===== config.mk =====
export PLATFORM = sky130hd
export DESIGN_NAME = wr_ptr_ctrl
export DESIGN_NICKNAME = d
export VERILOG_FILES = /design/src/rtl/wr_ptr_ctrl.sv
export SDC_FILE = /design/constraint.sdc
export NUM_CORES = 1
export LEC_CHECK = 0
export BUFFER_PORTS_ARGS = -buffer_cell sky130_fd_sc_hd__buf_2
export CAP_MARGIN = 0
export CORE_MARGIN = 8
export CORE_UTILIZATION = 42
export DETAILED_ROUTE_END_ITERATION = 8
export GPL_TIMING_DRIVEN = 0
export PLACE_DENSITY = 0.69
export SLEW_MARGIN = 25
export SYNTH_ARGS = -nofsm -noshare
export SYNTH_HDL_FRONTEND = slang
export SYNTH_SLANG_ARGS = --single-unit

===== constraint.sdc =====
create_clock -name wclk -period 2.91 [get_ports wclk]
set_input_delay 0.582 -clock wclk [delete_from_list [all_inputs] [get_ports wclk]]
set_output_delay 0.582 -clock wclk [all_outputs]
set_load 0.05 [all_outputs]

===== src/rtl/wr_ptr_ctrl.sv =====
// Write-domain pointer controller for the async FIFO: Gray/binary write
// pointer, read-pointer synchroniser, full/level/almost-full and overflow.
module wr_ptr_ctrl #(
    parameter int ADDR_WIDTH   = 3,
    parameter int SYNC_STAGES  = 2,
    parameter int AFULL_THRESH = 6
) (
    input  logic                  wclk,
    input  logic                  wrst_n,
    input  logic                  w_en,
    input  logic                  clr_ovf,
    input  logic [ADDR_WIDTH:0]   gray_rptr,
    output logic [ADDR_WIDTH:0]   binary_wptr,
    output logic [ADDR_WIDTH:0]   gray_wptr,
    output logic [ADDR_WIDTH-1:0] waddr,
    output logic                  wr_fire,
    output logic                  full,
    output logic                  almost_full,
    output logic [ADDR_WIDTH:0]   wr_level,
    output logic                  overflow
);

    localparam int PW = ADDR_WIDTH + 1;
    localparam logic [PW-1:0] AF_TH = PW'(AFULL_THRESH);

    logic [PW-1:0] rq_q [SYNC_STAGES];
    logic [PW-1:0] rq_sync;
    logic [PW-1:0] rbin_sync;
    logic [PW-1:0] wbin_next;
    logic [PW-1:0] wgray_next;
    logic [PW-1:0] full_tgt;
    logic [PW-1:0] wr_level_next;
    logic          full_next;
    logic          afull_next;
    logic          ovf_set;

    always_ff @(posedge wclk or negedge wrst_n) begin
        if (!wrst_n) begin
            for (int i = 0; i < SYNC_STAGES; i++) begin
                rq_q[i] <= '0;
            end
        end else begin
            rq_q[0] <= gray_rptr;
            for (int i = 1; i < SYNC_STAGES; i++) begin
                rq_q[i] <= rq_q[i-1];
            end
        end
    end

    assign rq_sync = rq_q[SYNC_STAGES-1];

    always_comb begin
        rbin_sync = '0;
        for (int i = 0; i < PW; i++) begin
            rbin_sync[i] = ^(rq_sync >> i);
        end
    end

    // No RAM strobe while the block is held in reset.
    assign wr_fire    = w_en & ~full & wrst_n;
    assign wbin_next  = binary_wptr + {{(PW-1){1'b0}}, wr_fire};
    assign wgray_next = wbin_next ^ (wbin_next >> 1);

    // Full when the write pointer is one lap ahead of the synced read pointer.
    assign full_tgt      = {~rq_sync[PW-1:PW-2], rq_sync[PW-3:0]};
    assign full_next     = (wgray_next == full_tgt);
    assign wr_level_next = wbin_next - rbin_sync;
    assign afull_next    = (wr_level_next >= AF_TH);
    assign ovf_set       = w_en & full;

    always_ff @(posedge wclk or negedge wrst_n) begin
        if (!wrst_n) begin
            binary_wptr <= '0;
            gray_wptr   <= '0;
            full        <= 1'b0;
            almost_full <= 1'b0;
            wr_level    <= '0;
            overflow    <= 1'b0;
        end else begin
            binary_wptr <= wbin_next;
            gray_wptr   <= wgray_next;
            full        <= full_next;
            almost_full <= afull_next;
            wr_level    <= wr_level_next;
            overflow    <= ovf_set | (overflow & ~clr_ovf);
        end
    end

    assign waddr = binary_wptr[ADDR_WIDTH-1:0];

endmodule


==> out/qor.txt, run 1 <==
Vias in the first global route - 586
Clock tree from TritonCTS - done
Worst Skew - 0.00388 ns
Largest area contributor in the netlist - sky130_fd_sc_hd__dfrtp_1
Via-per-instance ratio - 4.43
Floorplan die area - 0.00392 mm²
Clock insertion delay at the later pin of the skew report - 0.29 ns
Number of fill cells in the layout - 200
Post-synth cell types - 18
Area of the multi-input gates - 307 µm²
Top-Level Pins - 27
Deepest clock path buffer count - 2
Critical Path Fanout Max - 23
Placer congestion estimate - 0.686
Storage element area - 551 µm²
Run status - finished clean
Total half-perimeter wirelength after legalization and detailed placement - 1.11 mm
Starting density of the core - 0.429
Clock sink count - 22
Number of buffers inserted by hold repair at cts - 0
Gate Count Post-Synth - 65
Die height - 62.6 µm
Standard-cell row count - 17
Root Driver - sky130_fd_sc_hd__clkbuf_4
Via Count - 540
CP required - 3.10 ns
Synth Register Bits - 22
Number of setup buffers added after CTS - 0
Area Overhead vs Synth - 21.0%
CTS clk-pin slew, worst paths - 0.11 ns
Number of routed nets with antenna violations - 0
Overall global routing resource usage - 0.0775
Final hold slack - 0.187 ns
Max Fclk - 0.373 GHz
Sequential element share of the synthesized area - 0.604
Initial drt markers - 18
Num CTS Buffers - 3
RSZ-0062 raised after global routing - no
Final number of max-transition violations - 0
Total inserted antenna cells - 0
Count of synthesis-stage warnings from yosys - 0
Top cell type's share of synthesized area - 0.604
Endpoint type of the worst setup path - flop
Fraction of layout instances using a drive strength above 1 - 0.394
H-tree Lvls - 1
Fin crit share - 0.920
Net count after synthesis - 79
Input/output buffers - 26
Type of the setup path with the least slack - input pin to flop
Arrival @ worst endpoint - 2.87 ns
Drt total wl - 1.41 mm
Avg WL per Cell - 11.6 µm
Transition time of the tightest slew-check pin - 0.404 ns
Synth top area cells - sky130_fd_sc_hd__dfrtp_1 60%, sky130_fd_sc_hd__ha_1 6.9%, sky130_fd_sc_hd__xnor2_1 4.8%
CORE AREA - 0.00213 mm²
Critical Path Source Type - input pin
Initial antenna violation count - 0
Pin count of the biggest net entering global routing - 24
Number of hold-slack violations in the final timing report - 0
Post-synthesis cell area - 912 µm²
Final count of negative-setup-slack endpoints - 0
Hold/Removal Path Class - input pin to asynchronous set/reset pin
GRT overflow - 0
Max transition margin - 0.731
Final critical path time including I/O delays and setup - 2.68 ns
Synthesized area per cell - 14.0 µm²
Net count reported at finish - 110
Max cap viols - 0
Global-route wire length before repair - 2.50 mm
Drt first pass iters - 4
Width of the die - 62.6 µm
DRC - 0
Quantity of gates resized following cts - 0
## per-stage QoR
stage               cells  setup WS (ns)  utilization  cell area [µm²]  setup TNS (ns)
finish                122          0.232        0.519             1100               0
global route          122         0.0101        0.519             1100               0
CTS                   122         0.0719        0.518             1100               0
detailed placement    119         -0.258        0.507             1080          -0.374
global placement      119         -0.156        0.507             1080          -0.174
floorplan              65          0.145            -              913               0
## cells by family after synthesis
family / synth area share
xor gates and xnor gates: 0.158
DFF: 0.604
adders and majority gates: 0.0905
AOI/OAI and AO/OA: 0.0329
buffers and inverters: 0.0617
and+or+nand+nor: 0.0535
## cell usage in the layout, fill, tap and decap left out
| cell | n |
|---|---|
| sky130_fd_sc_hd__a21oi_1 | 1 |
| sky130_fd_sc_hd__xor2_2 | 2 |
| sky130_fd_sc_hd__buf_4 | 4 |
| sky130_fd_sc_hd__xor3_1 | 1 |
| sky130_fd_sc_hd__dfrtp_1 | 22 |
| sky130_fd_sc_hd__and3b_2 | 1 |
| sky130_fd_sc_hd__clkbuf_4 | 4 |
| sky130_fd_sc_hd__or3_1 | 2 |
| sky130_fd_sc_hd__a22oi_1 | 1 |
| sky130_fd_sc_hd__nand3_2 | 1 |
| sky130_fd_sc_hd__xor2_1 | 5 |
| sky130_fd_sc_hd__fa_1 | 1 |
| sky130_fd_sc_hd__nand3_1 | 2 |
| sky130_fd_sc_hd__inv_1 | 7 |
| sky130_fd_sc_hd__buf_2 | 25 |
| sky130_fd_sc_hd__o21ai_0 | 2 |
| sky130_fd_sc_hd__nand2_1 | 2 |
| sky130_fd_sc_hd__ha_1 | 5 |
| sky130_fd_sc_hd__a21o_1 | 1 |
| sky130_fd_sc_hd__xnor2_1 | 5 |
## worst max-delay path: stages
cell                       delay (ns)
sky130_fd_sc_hd__clkbuf_4        0.25
sky130_fd_sc_hd__and3b_2         0.27
sky130_fd_sc_hd__ha_1            0.21
sky130_fd_sc_hd__ha_1            0.23
sky130_fd_sc_hd__xor2_2          0.38
sky130_fd_sc_hd__ha_1            0.34
sky130_fd_sc_hd__a21oi_1         0.12
sky130_fd_sc_hd__o21ai_0         0.10
sky130_fd_sc_hd__xor3_1          0.21
sky130_fd_sc_hd__a21o_1          0.16
## worst paths after layout
kind                       cells past startpoint        endpoint    start  slack [ns]
min                                            1  binary_wptr[1]   wrst_n        0.19
max in group asynchronous                      1         rq_q[6]   wrst_n        2.49
max                                           10     almost_full   wrst_n        0.23
min in group wclk                              0      rq_sync[1]  rq_q[5]        0.36
min reg2reg                                    0      rq_sync[1]  rq_q[5]        0.36
max reg2reg                                    9     almost_full     full        0.44
## Yosys cell counts, drive strengths merged
cell	n
a21o	1
a21oi	1
a22oi	1
and3b	1
buf	4
dfrtp	22
fa	1
ha	5
inv	7
nand2	2
nand3	3
o21ai	2
or3	2
xnor2	5
xor2	7
xor3	1
## cell type report
cell class,count,area share
Buffer,4,0.0272
Clock buffer,3,0.0204
Inverter,7,0.0238
Multi-Input combinational cell,32,0.278
Sequential cell,22,0.499
Tap cell,28,0.0317
Timing Repair Buffer,26,0.120
## routing by layer
metal,track usage,wire [µm],vias up
met5,0,0,-
met4,0.0427,10,0
met3,0.0412,171,2
met2,0.136,701,22
met1,0.0700,530,252
li1,-,-,264
## state kept, by name, summed over array words and instances, names as in the netlist
signal	flops
rq_q	4
almost_full	1
binary_wptr	4
gray_wptr	3
rq_sync	4
full	1
overflow	1
wr_level	4
Power of run 1 is not shown: default switching activity piles up to over one toggle a cycle in this logic, so the estimate is an artifact.
==> run 2, diff against run 1 <==
==> constraint.sdc (replaced) <==
create_clock -name wclk -period 3.1 [get_ports wclk]
set_input_delay 0.62 -clock wclk [delete_from_list [all_inputs] [get_ports wclk]]
set_output_delay 0.62 -clock wclk [all_outputs]
set_load 0.05 [all_outputs]
==> run 2 against run 1 <==
Compared with the run above:
- register-to-register slack better by 0.24 ns
- critical path depth is the same
- setup slack better by 0.10 ns
- sequential cell count did not move
- worst hold slack better by 0.075 ns
- non-clock buffer count is the same
- core utilization down 0.18 points
- via count did not move
- global-route usage increased by 0.63 points
- clock skew is 0.00069 ns higher
- largest cell class unchanged
==> out/qor.txt, run 2 (same netlist as run 1, synthesis figures left out) <==
Run status - finished clean
Transition time of the tightest slew-check pin - 0.484 ns (+0.0799 ns)
Top-Level Pins - 27 (unchanged)
Standard-cell row count - 17 (unchanged)
Vias in the first global route - 600 (+2.4%)
Deepest clock path buffer count - 2 (unchanged)
Final hold slack - 0.263 ns (+0.0751 ns)
Floorplan die area - 0.00392 mm² (unchanged)
Placer congestion estimate - 0.688 (+0.32%)
Type of the setup path with the least slack - input pin to flop
Fraction of layout instances using a drive strength above 1 - 0.383 (-0.0106)
Drt total wl - 1.43 mm (+1.5%)
Total inserted antenna cells - 0 (unchanged)
Overall global routing resource usage - 0.0838 (+0.00627)
H-tree Lvls - 1 (unchanged)
Number of setup buffers added after CTS - 0 (unchanged)
GRT overflow - 0 (unchanged)
Final critical path time including I/O delays and setup - 2.76 ns
Width of the die - 62.6 µm (unchanged)
Global-route wire length before repair - 2.62 mm (+4.7%)
Crit-path slowest cell - sky130_fd_sc_hd__buf_2
RSZ-0062 raised after global routing - no
CORE AREA - 0.00213 mm² (unchanged)
Final count of negative-setup-slack endpoints - 0 (unchanged)
Final number of max-transition violations - 0 (unchanged)
Clock insertion delay at the later pin of the skew report - 0.30 ns (about the same)
Via Count - 540 (unchanged)
Via-per-instance ratio - 4.43 (unchanged)
Arrival @ worst endpoint - 2.96 ns (+0.09 ns)
Most frequent cells in the layout - 26 x sky130_fd_sc_hd__buf_2, 22 x sky130_fd_sc_hd__dfrtp_1, 7 x sky130_fd_sc_hd__inv_1
Critical Path Max Stage Delay - 0.40 ns (+0.02 ns)
Critical Path Fanout Max - 23 (unchanged)
Max transition margin - 0.677 (-0.0530)
Number of routed nets with antenna violations - 0 (unchanged)
CTS clk-pin slew, worst paths - 0.11 ns (about the same)
Number of buffers inserted by hold repair at cts - 0 (unchanged)
Clock tree from TritonCTS - done
Worst Skew - 0.00457 ns (+0.000691 ns)
Quantity of gates resized following cts - 0 (unchanged)
Net count reported at finish - 110 (unchanged)
Commonest non-fill, non-tap cell in the layout - sky130_fd_sc_hd__buf_2
Worst path top cell family by delay - adder cells
Grt met2 use - 0.136 (unchanged)
Drt first pass iters - 2 (-2)
Source of the critical timing path - wrst_n
Initial drt markers - 17 (-1)
Initial antenna violation count - 0 (unchanged)
Area Overhead vs Synth - 20.6%
Hold/Removal Path Class - input pin to asynchronous set/reset pin
Input/output buffers - 26 (unchanged)
Num CTS Buffers - 3 (unchanged)
Fin crit share - 0.891
Cell count after placement - 119 (unchanged)
Launch instance of the worst register-to-register path - full
Die height - 62.6 µm (unchanged)
Max Fclk - 0.362 GHz
Most crowded layer after global routing - met2
Pin count of the biggest net entering global routing - 24 (unchanged)
Clock sink count - 22 (unchanged)
Avg WL per Cell - 11.8 µm (+1.5%)
Number of hold-slack violations in the final timing report - 0 (unchanged)
Most common cell on crit path - sky130_fd_sc_hd__ha_1
Met3 usage - 0.0502 (+0.00896)
Cell Count, Final, Fillers Out - 122 (unchanged)
Met1 track demand over resource - 0.0763 (+0.00629)
Starting density of the core - 0.429 (unchanged)
DRC - 0 (unchanged)
Worst-path cell chain - buf_2 -> and3b_1 -> ha_1 -> ha_1 -> xor2_2 -> ha_1 -> a21oi_1 -> o21ai_0 -> xor3_1 -> a21o_1
Endpoint type of the worst setup path - flop
Critical Path Source Type - input pin
CP required - 3.30 ns (+0.20 ns)
Root Driver - sky130_fd_sc_hd__clkbuf_4
Max cap viols - 0 (unchanged)
Sum of buffers and inverters on the critical path - 1 (unchanged)
Total half-perimeter wirelength after legalization and detailed placement - 1.13 mm (+1.3%)
==> run 2: final timing paths <==
path | endpoint | slack, ns | depth (start not counted)
setup / recovery | almost_full | 0.34 | 10
hold / removal | wr_level[2] | 0.26 | 1
setup reg to reg | almost_full | 0.68 | 9
hold reg to reg | rq_sync[0] | 0.36 | 0
max in group asynchronous | rq_sync[2] | 2.50 | 1
min in group wclk | rq_sync[0] | 0.36 | 0
==> run 2: layout make-up <==
type	instances	area, µm²
fillers	202	1030
flip-flops and latches	22	551
multi-input cells	32	305
repair buffers	26	130
well taps	28	35.0
plain buffers	4	30.0
inverters	7	26.3
clock buffers	3	22.5
==> run 2: worst register-to-register path: stages, from the launching register on <==
cell                      delay (ns)
sky130_fd_sc_hd__dfrtp_1        0.41
sky130_fd_sc_hd__and3b_1        0.24
sky130_fd_sc_hd__ha_1           0.20
sky130_fd_sc_hd__ha_1           0.20
sky130_fd_sc_hd__xor2_2         0.34
sky130_fd_sc_hd__ha_1           0.34
sky130_fd_sc_hd__a21oi_1        0.12
sky130_fd_sc_hd__o21ai_0        0.11
sky130_fd_sc_hd__xor3_1         0.20
sky130_fd_sc_hd__a21o_1         0.16
==> run 2: metrics by stage <==
step	cell area [µm²]	utilization	setup WS (ns)	setup TNS, ns
after detailed placement	1080	0.506	-0.0305	-0.0305
after global routing	1100	0.517	0.124	0
after global placement	1080	0.506	0.0134	0
after CTS	1100	0.517	0.292	0
after floorplan	912	-	0.189	0
final	1100	0.517	0.337	0
==> run 2: routing by layer <==
metal	share of wire	wire length (µm)
met5	0	0
met1	0.38	552
met3	0.11	160
met2	0.48	689
met4	0.022	32
Power of run 2 is left out for the same reason.
==> run 3, diff against run 2 <==
--- a/config.mk
+++ b/config.mk
@@ -5,13 +5,14 @@
 export SDC_FILE = /design/constraint.sdc
 export NUM_CORES = 1
 export LEC_CHECK = 0
+export ABC_AREA = 1
 export BUFFER_PORTS_ARGS = -buffer_cell sky130_fd_sc_hd__buf_2
 export CAP_MARGIN = 0
 export CORE_MARGIN = 8
 export CORE_UTILIZATION = 42
 export DETAILED_ROUTE_END_ITERATION = 8
 export GPL_TIMING_DRIVEN = 0
-export PLACE_DENSITY = 0.69
+export PLACE_DENSITY = 0.68
 export SLEW_MARGIN = 25
 export SYNTH_ARGS = -nofsm -noshare
 export SYNTH_HDL_FRONTEND = slang
==> run 3 against run 2 <==
Compared with the run above:
- final cell count grew 29%
- via count grew 34%
- sequential cell count is the same
- clock-buffer cell count is the same
- worst hold slack lost 0.0084 ns
- synthesized area grew 7.4%
- clock skew shrank 0.0028 ns
- global-route usage grew 1.2 points
- first-iteration DRC count grew 18%
- critical path type unchanged
- critical endpoint unchanged
- highest routed layer unchanged
==> out/qor.txt, run 3 <==
Global-route wire length before repair - 3.13 mm (+20%)
Vias in the first global route - 761 (+27%)
Worst Skew - 0.00177 ns (-0.00280 ns)
Overall global routing resource usage - 0.0954 (+0.0116)
Hold/Removal Path Class - input pin to asynchronous set/reset pin
Number of setup buffers added after CTS - 0 (unchanged)
Pin count of the biggest net entering global routing - 24 (unchanged)
Arrival @ worst endpoint - 2.75 ns (-0.21 ns)
Sequential element share of the synthesized area - 0.562 (-0.0416)
Total Negative Setup Slacks - 0 ns (unchanged)
Number of hold-slack violations in the final timing report - 0 (unchanged)
Drt total wl - 1.83 mm (+28%)
Max transition margin - 0.670 (-0.00775)
Floorplan die area - 0.00413 mm² (+5.5%)
Largest area contributor in the netlist - sky130_fd_sc_hd__dfrtp_1
Crit-path slowest cell - sky130_fd_sc_hd__buf_2
Critical Path Source Type - input pin
Drt first pass iters - 4 (+2)
Most common cell on crit path - sky130_fd_sc_hd__nand2_1
Top cells by count, synth - 27 x sky130_fd_sc_hd__nand2_1, 22 x sky130_fd_sc_hd__dfrtp_1, 17 x sky130_fd_sc_hd__inv_1
Standard-cell row count - 17 (unchanged)
Root Driver - sky130_fd_sc_hd__clkbuf_4
Synth top area cells - sky130_fd_sc_hd__dfrtp_1 56%, sky130_fd_sc_hd__nand2_1 10%, sky130_fd_sc_hd__inv_1 6.5%
Type of the setup path with the least slack - input pin to flop
Worst-path cell chain - buf_2 -> nand2_1 -> nor2_1 -> ha_1 -> ha_1 -> inv_1 -> nand2_1 -> nand2_1 -> ha_1 -> a21oi_1 -> inv_1 -> nand2_1 -> nand3_1
Endpoint type of the worst setup path - flop
Post-synthesis cell area - 980 µm² (+7.4%)
Initial antenna violation count - 0 (unchanged)
Critical Path Fanout Max - 23 (unchanged)
Synth Register Bits - 22 (unchanged)
Count of synthesis-stage warnings from yosys - 0 (unchanged)
Net count after synthesis - 113 (+43%)
Number of routed nets with antenna violations - 0 (unchanged)
Max cap viols - 0 (unchanged)
Final critical path time including I/O delays and setup - 2.55 ns (-0.218 ns)
Avg WL per Cell - 11.7 µm (-0.67%)
Gate Count Post-Synth - 99 (+52%)
Num CTS Buffers - 3 (unchanged)
CTS clk-pin slew, worst paths - 0.12 ns (about the same)
Total half-perimeter wirelength after legalization and detailed placement - 1.46 mm (+30%)
Starting density of the core - 0.443 (+0.0140)
Initial drt markers - 20 (+3)
Most numerous cell in the Yosys netlist - sky130_fd_sc_hd__nand2_1
Flip-flop cell with the highest count after synthesis - sky130_fd_sc_hd__dfrtp_1
Die height - 64.3 µm (+2.7%)
Top cell type's share of synthesized area - 0.562 (-0.0416)
Width of the die - 64.3 µm (+2.7%)
Placer congestion estimate - 0.744 (+8.1%)
Net count reported at finish - 144 (+31%)
Clock tree from TritonCTS - done
Via-per-instance ratio - 4.61 (+4.0%)
Clock insertion delay at the later pin of the skew report - 0.31 ns (about the same)
Post-synth cell types - 16 (-2)
Slack of the worst reg-to-reg path - 0.97 ns (+0.29 ns)
DRC - 0 (unchanged)
Number of buffers inserted by hold repair at cts - 0 (unchanged)
Input/output buffers - 26 (unchanged)
Via Count - 723 (+34%)
Max Fclk - 0.393 GHz (+8.6%)
Quantity of gates resized following cts - 0 (unchanged)
Transition time of the tightest slew-check pin - 0.495 ns (+0.0116 ns)
Deepest clock path buffer count - 2 (unchanged)
CP required - 3.30 ns (about the same)
Top-Level Pins - 27 (unchanged)
Fraction of layout instances using a drive strength above 1 - 0.279 (-0.104)
Critical Path Max Stage Delay - 0.40 ns (about the same)
Synthesized area per cell - 9.90 µm² (-29%)
Post-synth ARST share - 1.00 (unchanged)
RSZ-0062 raised after global routing - no
Area Overhead vs Synth - 22.2%
Most frequent cells in the layout - 27 x sky130_fd_sc_hd__nand2_1, 26 x sky130_fd_sc_hd__buf_2, 22 x sky130_fd_sc_hd__dfrtp_1
Run status - finished clean
Final number of max-transition violations - 0 (unchanged)
Final count of negative-setup-slack endpoints - 0 (unchanged)
Clock sink count - 22 (unchanged)
Fin crit share - 0.821 (-0.0703)
Total inserted antenna cells - 0 (unchanged)
Number of fill cells in the layout - 197 (-2.5%)
GRT overflow - 0 (unchanged)
Post-synth EDFFs - 0 (unchanged)
Crit Reg-Reg Endpoint - almost_full
Commonest non-fill, non-tap cell in the layout - sky130_fd_sc_hd__nand2_1
CORE AREA - 0.00221 mm² (+4.0%)
Number of cell instances on the worst register-to-register path - 11 (+2)
Launch instance of the worst register-to-register path - full
H-tree Lvls - 1 (unchanged)
-- run 3: cell types whose count changed after synthesis, sizes merged, moves of 2 or more --
cell   before  now
nand4       0    2
nand3       3   11
inv         7   17
xor2        7    3
xnor2       5    2
nor2        0    2
or3         2    0
nand2       2   27
-- run 3: worst max path at each step --
stage               startpoint     endpoint  slack, ns  cells past startpoint
global route            wrst_n  almost_full       0.19                     13
global placement        wrst_n  almost_full       0.27                     13
detailed placement      wrst_n  almost_full       0.19                     13
finish                  wrst_n  almost_full       0.55                     13
CTS                     wrst_n  almost_full       0.52                     13
floorplan               wrst_n  almost_full       0.20                     12
-- run 3: kinds of logic after synthesis --
logic type | after synthesis | share of synthesized area
xor gates and xnor gates | 5 | 0.0600
adders and majority gates | 6 | 0.0843
buffers and inverters | 21 | 0.0958
DFF | 22 | 0.562
AOI/OAI and AO/OA | 3 | 0.0179
and+or+nand+nor | 42 | 0.180
-- run 3: layout make-up --
class | count | area [µm²] | area share
Sequential cell | 22 | 551 | 0.460
Multi-Input combinational cell | 56 | 335 | 0.280
Timing Repair Buffer | 26 | 130 | 0.109
Inverter | 17 | 63.8 | 0.0533
Tap cell | 28 | 35.0 | 0.0293
Clock inverter | 1 | 30.0 | 0.0251
Buffer | 4 | 30.0 | 0.0251
Clock buffer | 3 | 22.5 | 0.0188
-- run 3: critical path, delay by kind of cell --
family	cells	cell delay, ns
AO/OA/AOI/OAI	1	0.20
buffers and inverters	3	0.52
AND/OR/NAND/NOR	6	0.60
adder cells (fa/ha/maj)	3	0.81
-- run 3: through the flow --
stage,utilization,setup slack (ns),hold slack (ns),cell area [µm²],cells
2_1_floorplan,-,0.197,0.324,980,99
3_3_place_gp,0.518,0.267,0.331,1140,153
3_5_place_dp,0.518,0.191,0.338,1140,153
4_1_cts,0.541,0.520,0.261,1200,157
5_1_grt,0.541,0.192,0.287,1200,157
6_report,0.541,0.555,0.254,1200,157
-- run 3: metal layers --
layer | GRT usage | up-vias | routed length (µm)
met3 | 0.0488 | 4 | 168
met4 | 0.0436 | 0 | 28
met2 | 0.163 | 23 | 932
met5 | 0 | - | 0
li1 | - | 361 | -
met1 | 0.0945 | 335 | 703
Power of run 3 is left out for the same reason.
